File: src/rtl/weight_mux_sequencer_if.sv
// Bundle between the weight mux sequencer, the weight buffer read port,
// the weight mux register and the PE array.
interface weight_mux_sequencer_if #(
  parameter int ADDR_W = 8
);
  // Tile config: sampled only on a start pulse while idle.
  logic              start;
  logic [ADDR_W-1:0] base_addr;
  logic [ADDR_W-1:0] num_words;
  logic [1:0]        input_bitwidth;

  // Handshakes: buf_rd_en stays high with a stable buf_rd_addr until the cycle
  // buf_rd_valid is seen, and data is taken on that edge. A word is issued to
  // the PE array on every edge where the sequencer is issuing and pe_ready=1,
  // and sorted_valid marks the mux register output one cycle later.
  logic              buf_rd_en;
  logic [ADDR_W-1:0] buf_rd_addr;
  logic              buf_rd_valid;
  logic [31:0]       buf_rd_data;

  logic [31:0]       mux_buffer;
  logic [1:0]        mux_state;
  logic [1:0]        mux_bitwidth;
  logic              pe_ready;
  logic              sorted_valid;

  logic              busy;
  logic              done;
  // FSM state: 0=IDLE 1=FETCH 2=ISSUE 3=DONE.
  logic [1:0]        dbg_state;

  modport slave (
    input  start, base_addr, num_words, input_bitwidth,
    input  buf_rd_valid, buf_rd_data, pe_ready,
    output buf_rd_en, buf_rd_addr, mux_buffer, mux_state, mux_bitwidth,
    output sorted_valid, busy, done, dbg_state
  );

  modport master (
    output start, base_addr, num_words, input_bitwidth,
    output buf_rd_valid, buf_rd_data, pe_ready,
    input  buf_rd_en, buf_rd_addr, mux_buffer, mux_state, mux_bitwidth,
    input  sorted_valid, busy, done, dbg_state
  );
endinterface

File: src/rtl/weight_mux_sequencer.sv
// Fetches a weight tile word by word and steps the weight mux register
// through the phases its latched bitwidth needs, with PE backpressure.
module weight_mux_sequencer #(
  parameter int ADDR_W = 8
) (
  input logic                  clk,
  input logic                  reset,
  weight_mux_sequencer_if.slave bus
);
  typedef enum logic [1:0] {S_IDLE, S_FETCH, S_ISSUE, S_DONE} state_t;

  state_t            state;
  logic [ADDR_W-1:0] addr;
  logic [ADDR_W-1:0] word_cnt;
  logic [ADDR_W-1:0] num_lat;
  logic [1:0]        bw_lat;
  logic [1:0]        phase;
  logic [31:0]       word_q;
  logic              sorted_valid_q;
  logic              done_q;

  logic issue;
  logic last_phase;
  logic last_word;

  assign issue      = (state == S_ISSUE) && bus.pe_ready;
  // 8b words need one phase, 4b two, 2b four.
  assign last_phase = (bw_lat == 2'b00) ? 1'b1 :
                      (bw_lat == 2'b01) ? (phase == 2'd1) : (phase == 2'd3);
  assign last_word  = (word_cnt == num_lat - ADDR_W'(1));

  always_ff @(posedge clk or negedge reset) begin
    if (!reset) begin
      state          <= S_IDLE;
      addr           <= '0;
      word_cnt       <= '0;
      num_lat        <= '0;
      bw_lat         <= 2'b00;
      phase          <= 2'd0;
      word_q         <= '0;
      sorted_valid_q <= 1'b0;
      done_q         <= 1'b0;
    end else begin
      // Mux register has one cycle of latency; done trails the DONE state.
      sorted_valid_q <= issue;
      done_q         <= (state == S_DONE);
      case (state)
        S_IDLE: begin
          if (bus.start) begin
            bw_lat   <= bus.input_bitwidth;
            num_lat  <= bus.num_words;
            addr     <= bus.base_addr;
            word_cnt <= '0;
            state    <= (bus.num_words == '0) ? S_DONE : S_FETCH;
          end
        end
        S_FETCH: begin
          if (bus.buf_rd_valid) begin
            word_q <= bus.buf_rd_data;
            phase  <= 2'd0;
            state  <= S_ISSUE;
          end
        end
        S_ISSUE: begin
          if (bus.pe_ready) begin
            if (!last_phase) begin
              phase <= phase + 2'd1;
            end else if (!last_word) begin
              addr     <= addr + ADDR_W'(1);
              word_cnt <= word_cnt + ADDR_W'(1);
              state    <= S_FETCH;
            end else begin
              state <= S_DONE;
            end
          end
        end
        S_DONE: state <= S_IDLE;
        default: state <= S_IDLE;
      endcase
    end
  end

  assign bus.buf_rd_en    = (state == S_FETCH);
  assign bus.buf_rd_addr  = addr;
  assign bus.mux_buffer   = word_q;
  assign bus.mux_state    = phase;
  assign bus.mux_bitwidth = bw_lat;
  assign bus.sorted_valid = sorted_valid_q;
  assign bus.busy         = (state != S_IDLE);
  assign bus.done         = done_q;
  assign bus.dbg_state    = state;
endmodule

File: src/flat_wrapper.sv
// flat-port wrapper written by rule: the top's interface ports become plain ports
module weight_mux_sequencer_flat 
#(
  parameter int ADDR_W = 8
)
  (clk, reset, bus_start, bus_base_addr, bus_num_words, bus_input_bitwidth, bus_buf_rd_valid, bus_buf_rd_data, bus_pe_ready, bus_buf_rd_en, bus_buf_rd_addr, bus_mux_buffer, bus_mux_state, bus_mux_bitwidth, bus_sorted_valid, bus_busy, bus_done, bus_dbg_state);
  weight_mux_sequencer_if #(.ADDR_W(ADDR_W)) bus_i ();
  input logic clk;
  input logic reset;
  input wire logic [$bits(bus_i.start)-1:0] bus_start;
  input wire logic [$bits(bus_i.base_addr)-1:0] bus_base_addr;
  input wire logic [$bits(bus_i.num_words)-1:0] bus_num_words;
  input wire logic [$bits(bus_i.input_bitwidth)-1:0] bus_input_bitwidth;
  input wire logic [$bits(bus_i.buf_rd_valid)-1:0] bus_buf_rd_valid;
  input wire logic [$bits(bus_i.buf_rd_data)-1:0] bus_buf_rd_data;
  input wire logic [$bits(bus_i.pe_ready)-1:0] bus_pe_ready;
  output wire logic [$bits(bus_i.buf_rd_en)-1:0] bus_buf_rd_en;
  output wire logic [$bits(bus_i.buf_rd_addr)-1:0] bus_buf_rd_addr;
  output wire logic [$bits(bus_i.mux_buffer)-1:0] bus_mux_buffer;
  output wire logic [$bits(bus_i.mux_state)-1:0] bus_mux_state;
  output wire logic [$bits(bus_i.mux_bitwidth)-1:0] bus_mux_bitwidth;
  output wire logic [$bits(bus_i.sorted_valid)-1:0] bus_sorted_valid;
  output wire logic [$bits(bus_i.busy)-1:0] bus_busy;
  output wire logic [$bits(bus_i.done)-1:0] bus_done;
  output wire logic [$bits(bus_i.dbg_state)-1:0] bus_dbg_state;
  assign bus_i.start = bus_start;
  assign bus_i.base_addr = bus_base_addr;
  assign bus_i.num_words = bus_num_words;
  assign bus_i.input_bitwidth = bus_input_bitwidth;
  assign bus_i.buf_rd_valid = bus_buf_rd_valid;
  assign bus_i.buf_rd_data = bus_buf_rd_data;
  assign bus_i.pe_ready = bus_pe_ready;
  assign bus_buf_rd_en = bus_i.buf_rd_en;
  assign bus_buf_rd_addr = bus_i.buf_rd_addr;
  assign bus_mux_buffer = bus_i.mux_buffer;
  assign bus_mux_state = bus_i.mux_state;
  assign bus_mux_bitwidth = bus_i.mux_bitwidth;
  assign bus_sorted_valid = bus_i.sorted_valid;
  assign bus_busy = bus_i.busy;
  assign bus_done = bus_i.done;
  assign bus_dbg_state = bus_i.dbg_state;
  weight_mux_sequencer #(.ADDR_W(ADDR_W)) u_core (.clk(clk), .reset(reset), .bus(bus_i));
endmodule
File: config.mk
export PLATFORM = sky130hd
export DESIGN_NAME = weight_mux_sequencer_flat
export DESIGN_NICKNAME = d
export VERILOG_FILES = /design/src/rtl/weight_mux_sequencer_if.sv /design/src/rtl/weight_mux_sequencer.sv /design/src/flat_wrapper.sv
export SDC_FILE = /design/constraint.sdc
export NUM_CORES = 1
export LEC_CHECK = 0
export BUFFER_PORTS_ARGS = -buffer_cell sky130_fd_sc_hd__clkbuf_2
export CAP_MARGIN = 20
export CELL_PAD_IN_SITES_DETAIL_PLACEMENT = 0
export CELL_PAD_IN_SITES_GLOBAL_PLACEMENT = 1
export CORE_MARGIN = 5
export CORE_UTILIZATION = 36
export DETAILED_ROUTE_END_ITERATION = 8
export GPL_ROUTABILITY_DRIVEN = 0
export HOLD_SLACK_MARGIN = 0.1
export PLACE_DENSITY_LB_ADDON = 0.1
export SKIP_CTS_REPAIR_TIMING = 1
export SLEW_MARGIN = 20
export SYNTH_ARGS = -nofsm -noshare
export SYNTH_HDL_FRONTEND = slang
export SYNTH_SLANG_ARGS = --single-unit
export TNS_END_PERCENT = 50
File: constraint.sdc
create_clock -name clk -period 3.35 [get_ports clk]
set_input_delay 0.67 -clock clk [delete_from_list [all_inputs] [get_ports clk]]
set_output_delay 0.67 -clock clk [all_outputs]
set_load 0.1 [all_outputs]
==> results.ini <==
[grt]
grtUsageTotal = 0.153
antenna_found_initial = 0
grt.overflow.total = 0
grt_max_degree = 33
grt_pass1_vias = 2638
grt_pass1_wl_um = 12500

[layout]
area_delta_synth_final_pct = 27.4
antennaDiodeCount = 0
drive_gt1_frac = 0.415
final_nets = 453
post-route-util = 0.475

[sta]
grt_setup_unrepaired = no
slew_headroom = 0.610
setup-violations-final = 0
setup_tns_ps = 0
min_period_ps = 2420
min_period_over_period = 0.723
finalHoldViolations = 0
max_freq_mhz = 413
setup_ws_ps = 927
finalMaxSlewViolations = 0
final.setup_skew_ps = 7.16
worstMarginPinSlew_ps = 585

[worst_setup_path]
r2r_end = u_core.word_cnt[0]
cp_data_required_time_ps = 3560
end_kind = flip-flop
crit_type = reg -> reg
critPathLaunchType = flip-flop
startpoint = u_core.num_lat[0]
cp_data_arrival_time_ps = 2630
crit_path_end = u_core.word_cnt[0]
reg2reg_slack_ps = 930
r2r_start = u_core.num_lat[0]
critPathMaxFanout = 19
r2r_cells = 8

[floorplan]
die_h_um = 102
io-pin-count = 105
num_rows = 33
start_util = 0.373
dieArea_mm2 = 0.0105
core_mm2 = 0.00826
die_width_um = 102

[synth]
syn_inst = 287
yosysUniqueCellTypes = 39
synth_flop_cell = dfrtp_1
syn_nets = 345
syn_area_mm2 = 0.00308
seq_area_frac_synth = 0.520
yosysTopAreaCell = dfrtp_1
yosys_warnings = 0
avgSynthCellArea_um2 = 10.7
yosysMostFrequentCell = dfrtp_1
synthTopCellsByCount = dfrtp_1 (64), nand2_1 (47), mux2_2 (32)
synth_area_leaders = dfrtp_1 (52%), mux2_2 (12%), nand2_1 (5.7%)
synth-seq-cells = 64
yosysTopAreaCellShare = 0.520
synth_edf_count = 0
synth-async-reset-ratio = 1.00

[clock_network]
cts_tree = built
htreeDepth = 3
clk_path_buf_depth = 2
clk_pin_slew_worst_paths_ps = 70
cts_buffers = 9
insertion_delay_ps = 330
cts_sinks = 64
ctsRootBufferMaster = clkbuf_8

[routing]
first_pass_iters = 4
dr.first_iter.drc_count = 68
routedWlPerCell_um = 14.8
drt_wl_total_um = 7490
drc = 0
vias = 2457
vias_per_cell = 4.87
antenna_left = 0

[min_path]
hold_class = in -> async

[job]
drv_cap = 0

[status]
status = completed

[placement]
portBuffers = 104
dp_slack_ps = 914
detailed_place_hpwl_um = 5590

[worst min-delay path by stage]
stage,start,endpoint,slack [ps],cells after the start
CTS,reset,u_core.num_lat[5],230,1
detailed placement,u_core.bus.mux_buffer[3],u_core.bus.mux_buffer[3],490,1
floorplan,reset,u_core.bus.buf_rd_addr[0],370,0
finish,reset,u_core.num_lat[5],230,1
global route,reset,u_core.num_lat[5],240,1
global placement,u_core.bus.mux_buffer[27],u_core.bus.mux_buffer[27],490,1
[cells by family (layout without fill, tap and decap cells)]
family	Yosys count	count (layout)	synth area share
buffers and inverters	21	134	0.0293
adders and majority gates	3	3	0.0122
AOI/OAI and AO/OA	44	44	0.0963
and+or+nand+nor	103	103	0.165
xor gates and xnor gates	13	13	0.0370
muxes	39	39	0.140
DFF	64	64	0.520
[area by class of cell]
type | count | area (um^2)
Clock inverter | 6 | 83.8
Timing Repair Buffer | 109 | 558
Inverter | 9 | 33.8
Fill cell | 830 | 4330
Sequential cell | 64 | 1600
Tap cell | 105 | 131
Clock buffer | 10 | 128
Multi-Input combinational cell | 202 | 1390
[cell usage in the layout (no fill, tap or decap), drive strengths merged, types with 3 or more instances in the layout]
cell type    n
and2         5
mux2i        6
o22ai        3
a31o         4
clkinv       4
nand4        7
and3         3
xor2         5
nor2        15
mux2        33
clkbuf     113
a21oi       12
buf          6
a31oi        7
xnor2        8
nand3       10
ha           3
dfrtp       64
nor3         3
o21ai       10
nand2       47
inv          9
nand2b       5
[critical path, stage by stage, from the launching register on]
cell       delay [ps]
dfrtp_1           430
inv_1              90
ha_1              200
nor3b_1           240
xnor2_1           110
nor3_2            250
o2111ai_4         340
and2_4            320
mux2_1            330
[metrics by stage]
step                      hold slack (ps)  cell area, um^2  instances
after detailed placement              492             3710        489
final                                 232             3920        505
after floorplan                       374             3080        287
after global placement                487             3710        489
after global routing                  238             3920        505
after CTS                             228             3920        505
[metal layers]
layer | track usage | vias to the layer above | share of wire
met5 | 0 | - | 0
met4 | 0.0545 | 0 | 0.0097
met3 | 0.0642 | 6 | 0.085
met2 | 0.238 | 62 | 0.47
met1 | 0.190 | 1164 | 0.43
li1 | - | 1225 | -
[sequential cells by signal, indices dropped and copies added (netlist names)]
signal and cells:
u_core.bus.mux_buffer 32, u_core.bus.buf_rd_addr 8, u_core.num_lat 8, u_core.word_cnt 8, u_core.bus.dbg_state 2, u_core.bus.mux_bitwidth 2
u_core.bus.mux_state 2, u_core.bus.done 1, u_core.bus.sorted_valid 1
Power is left out: the tool's default activity adds up to more than one toggle a clock period on the data nets, which glitch-free logic cannot reach.
